**src/rtl/filter_pkg.sv**
```systemverilog
// Shared definitions for the img_filter scheduling controller:
// FSM state encoding, filter code constants and the filter-select width.
package filter_pkg;

    localparam int unsigned SEL_W   = 3;
    localparam int unsigned STATE_W = 3;

    typedef enum logic [STATE_W-1:0] {
        ST_IDLE      = 3'd0,
        ST_ARM       = 3'd1,
        ST_RUN       = 3'd2,
        ST_WAIT_DONE = 3'd3,
        ST_RECOVER   = 3'd4
    } state_e;

    localparam logic [SEL_W-1:0] SEL_IMPULSE  = 3'd0;
    localparam logic [SEL_W-1:0] SEL_EDGE     = 3'd1;
    localparam logic [SEL_W-1:0] SEL_SOBEL    = 3'd2;
    localparam logic [SEL_W-1:0] SEL_RESERVED = 3'd5;

    // A frame is in flight (accelerator started or running).
    function automatic logic is_active(input state_e s);
        return (s == ST_RUN) || (s == ST_WAIT_DONE);
    endfunction

endpackage

```
**src/rtl/wdog_cnt.sv**
```systemverilog
// Per-frame watchdog counter.
// Ports: clk, RESET (sync, active-high), clear (zero the count),
//        enable (count this cycle), expire_c (count has reached
//        TIMEOUT_CYCLES-1 while enabled; combinational).
module wdog_cnt #(
    parameter int unsigned TIMEOUT_CYCLES = 4000000
) (
    input  logic clk,
    input  logic RESET,
    input  logic clear,
    input  logic enable,
    output logic expire_c
);

    localparam int unsigned CNT_W = (TIMEOUT_CYCLES > 1) ? $clog2(TIMEOUT_CYCLES) : 1;
    localparam logic [CNT_W-1:0] LIMIT = CNT_W'(TIMEOUT_CYCLES - 1);

    logic [CNT_W-1:0] cnt_q;
    logic [CNT_W-1:0] cnt_d;

    // Next count: clear wins over enable.
    always_comb begin
        cnt_d = cnt_q;
        if (clear) begin
            cnt_d = '0;
        end else if (enable) begin
            cnt_d = cnt_q + CNT_W'(1);
        end
    end

    always_ff @(posedge clk) begin
        if (RESET) begin
            cnt_q <= '0;
        end else begin
            cnt_q <= cnt_d;
        end
    end

    assign expire_c = enable && (cnt_q == LIMIT);

endmodule

```
**src/rtl/filter_ctrl.sv**
```systemverilog
// Frame scheduler for the HLS img_filter core: arms on camera init,
// launches one accelerator run per frame boundary, latches the filter
// code per frame, counts completed frames and guards each frame with a
// watchdog.
// Ports: clk, RESET (sync, active-high); init_done, frame_start,
//        sel_req/sel_req_valid, ap_ready/ap_done/ap_idle, err_clr in;
//        ap_start, sel_V, capture_en, frame_cnt, sel_err, err_timeout,
//        state_o out (all registered).
module filter_ctrl
    import filter_pkg::*;
#(
    parameter int unsigned TIMEOUT_CYCLES = 4000000,
    parameter int unsigned FCNT_W         = 16
) (
    input  logic              clk,
    input  logic              RESET,
    input  logic              init_done,
    input  logic              frame_start,
    input  logic [SEL_W-1:0]  sel_req,
    input  logic              sel_req_valid,
    input  logic              ap_ready,
    input  logic              ap_done,
    input  logic              ap_idle,
    input  logic              err_clr,
    output logic              ap_start,
    output logic [SEL_W-1:0]  sel_V,
    output logic              capture_en,
    output logic [FCNT_W-1:0] frame_cnt,
    output logic              sel_err,
    output logic              err_timeout,
    output logic [STATE_W-1:0] state_o
);

    state_e             state_q, state_d;
    logic [SEL_W-1:0]   sel_v_q, sel_v_d;
    logic [SEL_W-1:0]   pending_q, pending_d;
    logic [FCNT_W-1:0]  frame_cnt_q, frame_cnt_d;
    logic               sel_err_q, sel_err_d;
    logic               err_timeout_q, err_timeout_d;
    logic               ap_start_q, ap_start_d;
    logic               capture_en_q, capture_en_d;

    logic               wd_clear;
    logic               wd_enable;
    logic               wd_expire;
    logic               frame_done;

    assign wd_enable = is_active(state_q);

    wdog_cnt #(
        .TIMEOUT_CYCLES(TIMEOUT_CYCLES)
    ) u_wdog (
        .clk     (clk),
        .RESET   (RESET),
        .clear   (wd_clear),
        .enable  (wd_enable),
        .expire_c(wd_expire)
    );

    // Next-state, filter-code bookkeeping and output decode.
    always_comb begin
        state_d       = state_q;
        sel_v_d       = sel_v_q;
        pending_d     = pending_q;
        frame_cnt_d   = frame_cnt_q;
        sel_err_d     = 1'b0;
        err_timeout_d = err_timeout_q;
        wd_clear      = 1'b0;
        frame_done    = 1'b0;

        // A request landing on the launch edge only reaches pending, so it
        // takes effect at the following frame.
        if (sel_req_valid) begin
            if (sel_req == SEL_RESERVED) begin
                sel_err_d = 1'b1;
            end else begin
                pending_d = sel_req;
            end
        end

        case (state_q)
            ST_IDLE: begin
                if (init_done) state_d = ST_ARM;
            end
            ST_ARM: begin
                if (!init_done) begin
                    state_d = ST_IDLE;
                end else if (frame_start) begin
                    state_d  = ST_RUN;
                    sel_v_d  = pending_q;
                    wd_clear = 1'b1;
                end
            end
            ST_RUN: begin
                if (wd_expire) begin
                    state_d = ST_RECOVER;
                end else if (ap_ready) begin
                    if (ap_done) frame_done = 1'b1;
                    else         state_d    = ST_WAIT_DONE;
                end
            end
            ST_WAIT_DONE: begin
                if (wd_expire)    state_d    = ST_RECOVER;
                else if (ap_done) frame_done = 1'b1;
            end
            ST_RECOVER: begin
                if (ap_idle) state_d = init_done ? ST_ARM : ST_IDLE;
            end
            default: state_d = ST_IDLE;
        endcase

        // init_done is only honoured once the in-flight frame has finished.
        if (frame_done) begin
            frame_cnt_d = frame_cnt_q + FCNT_W'(1);
            state_d     = init_done ? ST_ARM : ST_IDLE;
        end

        // A timeout on the same cycle as err_clr keeps the flag set.
        if (wd_expire)    err_timeout_d = 1'b1;
        else if (err_clr) err_timeout_d = 1'b0;

        ap_start_d   = (state_d == ST_RUN);
        capture_en_d = is_active(state_d);
    end

    always_ff @(posedge clk) begin
        if (RESET) begin
            state_q       <= ST_IDLE;
            sel_v_q       <= SEL_IMPULSE;
            pending_q     <= SEL_IMPULSE;
            frame_cnt_q   <= '0;
            sel_err_q     <= 1'b0;
            err_timeout_q <= 1'b0;
            ap_start_q    <= 1'b0;
            capture_en_q  <= 1'b0;
        end else begin
            state_q       <= state_d;
            sel_v_q       <= sel_v_d;
            pending_q     <= pending_d;
            frame_cnt_q   <= frame_cnt_d;
            sel_err_q     <= sel_err_d;
            err_timeout_q <= err_timeout_d;
            ap_start_q    <= ap_start_d;
            capture_en_q  <= capture_en_d;
        end
    end

    assign ap_start    = ap_start_q;
    assign sel_V       = sel_v_q;
    assign capture_en  = capture_en_q;
    assign frame_cnt   = frame_cnt_q;
    assign sel_err     = sel_err_q;
    assign err_timeout = err_timeout_q;
    assign state_o     = state_q;

endmodule

```
**config.mk**
```make
export PLATFORM = sky130hd
export DESIGN_NAME = filter_ctrl
export DESIGN_NICKNAME = d
export VERILOG_FILES = /design/src/rtl/filter_pkg.sv /design/src/rtl/wdog_cnt.sv /design/src/rtl/filter_ctrl.sv
export SDC_FILE = /design/constraint.sdc
export NUM_CORES = 1
export LEC_CHECK = 0
export CORE_AREA = 2 2 64 96
export CTS_BUF_LIST = sky130_fd_sc_hd__clkbuf_8
export DETAILED_ROUTE_END_ITERATION = 10
export DIE_AREA = 0 0 66 98
export GPL_ROUTABILITY_DRIVEN = 0
export PLACE_DENSITY = 0.77
export SETUP_SLACK_MARGIN = 0.1
export SYNTH_ARGS = -nofsm -noshare
export SYNTH_HDL_FRONTEND = slang
export SYNTH_SLANG_ARGS = --single-unit
```
**constraint.sdc**
```tcl
create_clock -name clk -period 2.6 [get_ports clk]
set_input_delay 0.39 -clock clk [delete_from_list [all_inputs] [get_ports clk]]
set_output_delay 0.39 -clock clk [all_outputs]
set_load 0.1 [all_outputs]
```
# == Yosys cells after proc, flatten, opt, wreduce, memory -nomap -nowiden ==
# Cells that the tools add are included.
# Widths: inputs -> output; s select.
# word_totals
register_bits,51
output_inout_bits,26
in_bits,12
wordCells,52
# classes
reduce_logical,9
muxes,22
addsub,2
bitwise_logic,2
eq_ne,8
# ops
op,count
$mux 3,9
$add 22x1->22 const B,1
$eq 22x22->1 const B,1
$add 16x1->16 const B,1
$pmux 3 s5,1
$eq 3x2->1 const B,4
$mux 1,11
$eq 3x3->1 const B,2
$reduce_or 2->1,2
$eq 3x1->1 const B,1
$logic_not 3->1,1
$reduce_and 3->1,1
$logic_or 1x1->1,2
$not 1->1,2
$pmux 1 s2,1
$reduce_and 2->1,1
$reduce_bool 2->1,1
$logic_and 1x1->1,1

# == Longest topological paths before layout ==
# depth
word_depth,8
ltp_mapped,8
mapped_depth_nobuf,6

# == Cells and area by module ==
# Synthesis repeated with hierarchy kept, for this count alone.
# unflattened
hier_cells,275
area_unflattened_um2,2364.8
# modules_own_cells
mod,n_inst,seq_area_each_um2,cells_per_inst,area_per_inst_um2
filter_ctrl,1,580.6,151,1286.2
wdog_cnt,1,440.4,124,1078.5

# == Least setup slack after synthesis ==
# OpenSTA, ideal clock, no wires.
# synth_path
path_type,register to register
startpoint,register frame_cnt_q[4] (netlist: frame_cnt[4])
endpoint,register frame_cnt_q[14] (netlist: frame_cnt[14])
required_time_ns,2.529
t_arrival_ns,2.533
path_slack_ns,-0.005
setup_ns,0.071
period_less_slack_ns,2.605
stages_incl_launch_ff,6
n_path_buf,0
path_cell_list,dfxtp_1 -> nand4_1 -> nor4_1 -> nand4_1 -> or4_2 -> a21oi_1
# synth_between
elab_chain_cells,1
# synth_lines
element,line_no,source
"start, declared",filter_ctrl.sv:37,"logic [FCNT_W-1:0] frame_cnt_q, frame_cnt_d;"
"start signal, assigned",filter_ctrl.sv:140,frame_cnt_q <= frame_cnt_d;
$add 16x1->16,filter_ctrl.sv:114,frame_cnt_d = frame_cnt_q + FCNT_W'(1);
# Every way passes these cells.
# A chain may end at the register's enable or synchronous reset.

# == Final worst setup path ==
# layout_path
startpoint,register u_wdog.cnt_q[12]
endpoint,register frame_cnt_q[8] (netlist: frame_cnt[8])
# layout_between
elab_chain_cells,4
word_cells_on_any_way,5
cone_classes,eq/ne: 1; mux: 3; reduce/logical: 1
# layout_lines
element,line_no,source
"start, declared",wdog_cnt.sv:18,logic [CNT_W-1:0] cnt_q;
"start signal, assigned",wdog_cnt.sv:35,cnt_q <= cnt_d;
$eq 22x22->1 (*),wdog_cnt.sv:39,assign expire_c = enable && (cnt_q == LIMIT);
$logic_and 1x1->1 (*),wdog_cnt.sv:39,
$mux 1 (on tied branches),"filter_ctrl.sv:103, filter_ctrl.sv:95",
$pmux 1 s2 (*),filter_ctrl.sv:81,case (state_q)
# Every way passes the cells marked *; elsewhere a longest branch is shown, timed or not.

==> run metrics <==
most frequent cell after synthesis dfxtp_1; Synth top cells by count dfxtp_1 (51), nor2_1 (36), nand2_1 (18); share of the synthesized area in the top cell type 41.5%; Via density 5.61; EDFF count, synth 0; first-pass GRT wire length 9.29 mm; fraction of registers with async set/reset 0%; Detail Placement HPWL 3.97 mm; postcts setup bufs 0; clock insertion delay at the later pin of the skew report 0.30 ns; final period utilization 87.2%; Die X-Extent 66 um; TritonCTS Buffers 5; row count 34; Critical Path Sink frame_cnt[8]$_SDFFE_PP0P_; Avg Cell Area, Syn 8.75 um2; Max Cap Violations 0; Leakage 1.01 nW; fmax 441 MHz; Hold Path Stages 2; Critical Path RT 2.79 ns; Die ar. 6470 um2; crit path kind register to register; setup_tns 0 ns; maximum VDD drop 0.252 mV; clock period minus worst slack 2.27 ns; nets 334; DR vias 2,203; CP endpoint kind register; synth top area cells dfxtp_1 (42%), nor2_1 (5.5%), xor2_1 (4.6%); Final Hold Fails 0; diode count 0; library cells used by synthesis 46; Worst Reg-to-Reg Cells 6; vias in the first global route 2,107; biggest area consumer among synthesized cells dfxtp_1; wire per inst 13.8 um; R2R Path Start u_wdog.cnt_q[12]$_SDFFE_PP0P_; Die Y-Extent 98 um; Worst slew margin 63.3%; CP Launch Point u_wdog.cnt_q[12]$_SDFFE_PP0P_; PwrDens 461 nW/um2; port bufs 37; r2r endpoint frame_cnt[8]$_SDFFE_PP0P_; RSZ-0062 raised after global routing no; post_cts resized 0; Post-Syn Nets 295; Yosys Warn Count 0; register area share after synthesis 41.5%; CTS Hold Bufs 0; final setup fails 0; area grow syn2layout 19.2%; Synth Flop Type dfxtp_1; Syn Inst Count 281; Mapped Area 2460 um2; TritonCTS clock tree yes; DRC Markers 0; Yosys reg bits 51; Worst Path Max Fanout 17; Final Power 1.35 mW; Post-Route Utilization 51.4%; Startpoint Class register; class of the worst hold path register to register; hold_ws 0.508 ns; reg-to-reg slack, setup 0.33 ns; global route overflow 0; outcome complete, no violations; initial drt markers 75; Worst Skew 0.00884 ns; Max clock buf depth 2; largest net degree at the start of global routing 34; placeable core area 5700 um2; actual slew at the worst max-slew pin 0.549 ns; Final ANT Viol Nets 0; First-pass DRT Iterations 4; clk slew on worst S/H paths 0.10 ns; H-tree levels 2; initial antenna violation count 0; gr usage total 17.7%; DRT Wirelength 5.43 mm; Initial Util 43.1%; Clock Sinks 51; final slew viol count 0; io pins 38; CTS root buf clkbuf_8; Critical Path AT 2.46 ns; layout cells sized above 1 19.3%
## critical path: stages, from the launching register on
cell     delay [ns]
dfxtp_1        0.38
or4b_1         0.56
or3_4          0.37
o21ai_4        0.40
buf_4          0.24
or4_1          0.14
a21oi_2        0.05
## layout by cell type, fill, tap and decap left out, drive strengths merged, types with 11 or more instances in the layout
cell           synthesis  layout
a21oi                 23      23
dfxtp                 51      51
clkdlybuf4s50          0      11
nor2                  36      36
inv                    9      11
nor3                  11      11
nand4                 15      15
buf                    4      33
nand2                 18      18
xor2                  13      13
## how the worst min path moves through the flow
stage	startpoint	endpoint	slack, ns
3_3_place_gp	pending_q[0]$_SDFFE_PP0P_	sel_V[0]$_SDFFE_PP0P_	0.48
3_5_place_dp	pending_q[0]$_SDFFE_PP0P_	sel_V[0]$_SDFFE_PP0P_	0.49
2_1_floorplan	pending_q[0]$_SDFFE_PP0P_	sel_V[0]$_SDFFE_PP0P_	0.46
6_report	pending_q[0]$_SDFFE_PP0P_	sel_V[0]$_SDFFE_PP0P_	0.51
5_1_grt	frame_cnt[14]$_SDFFE_PP0P_	frame_cnt[14]$_SDFFE_PP0P_	0.55
4_1_cts	err_timeout$_SDFFE_PP0P_	err_timeout$_SDFFE_PP0P_	0.50
## routing by layer
layer / global-route usage (%) / up-vias / wire length (um)
met2: 30.7 / 58 / 2810
li1: - / 1092 / -
met3: 2.88 / 9 / 193
met5: 0 / - / 0
met4: 6.91 / 0 / 91
met1: 21.5 / 1044 / 2330
## power breakdown
group	internal [mW]	switching (mW)
registers	0.787	0.00599
logic	0.0349	0.0618
clock network	0.190	0.271
## sequential cells by signal (all words and copies together), names as in the netlist
name / flops
u_wdog.cnt_q: 22
frame_cnt: 16
pending_q: 3
sel_V: 3
state_o: 3
ap_start: 1
capture_en: 1
err_timeout: 1
sel_err: 1
## through the flow
| stage | cells | setup WS, ns | area [um2] |
|---|---|---|---|
| floorplan | 281 | 0.0469 | 2460 |
| global placement | 385 | 0.376 | 2840 |
| detailed placement | 385 | 0.322 | 2840 |
| CTS | 393 | 0.336 | 2930 |
| global route | 393 | 0.218 | 2930 |
| finish | 393 | 0.334 | 2930 |
## cell type report
| type | count | area [um2] |
|---|---|---|
| fillers | 549 | 2770 |
| multi-input cells | 209 | 1340 |
| flip-flops and latches | 51 | 1020 |
| repair buffers | 44 | 358 |
| well taps | 72 | 90.1 |
| clock buffers | 5 | 68.8 |
| inverters | 9 | 33.8 |
| clock inverters | 3 | 20.0 |
## cells by family after synthesis
family / Yosys count / share of synthesized area [%]
simple gates: 137 / 31.1
flops: 51 / 41.5
compound gates: 43 / 11.8
buf+inv: 21 / 4.12
xor+xnor: 20 / 7.13
mux: 7 / 3.31
fa+ha+maj: 2 / 1.02
Power figures use the tool's default switching activity.
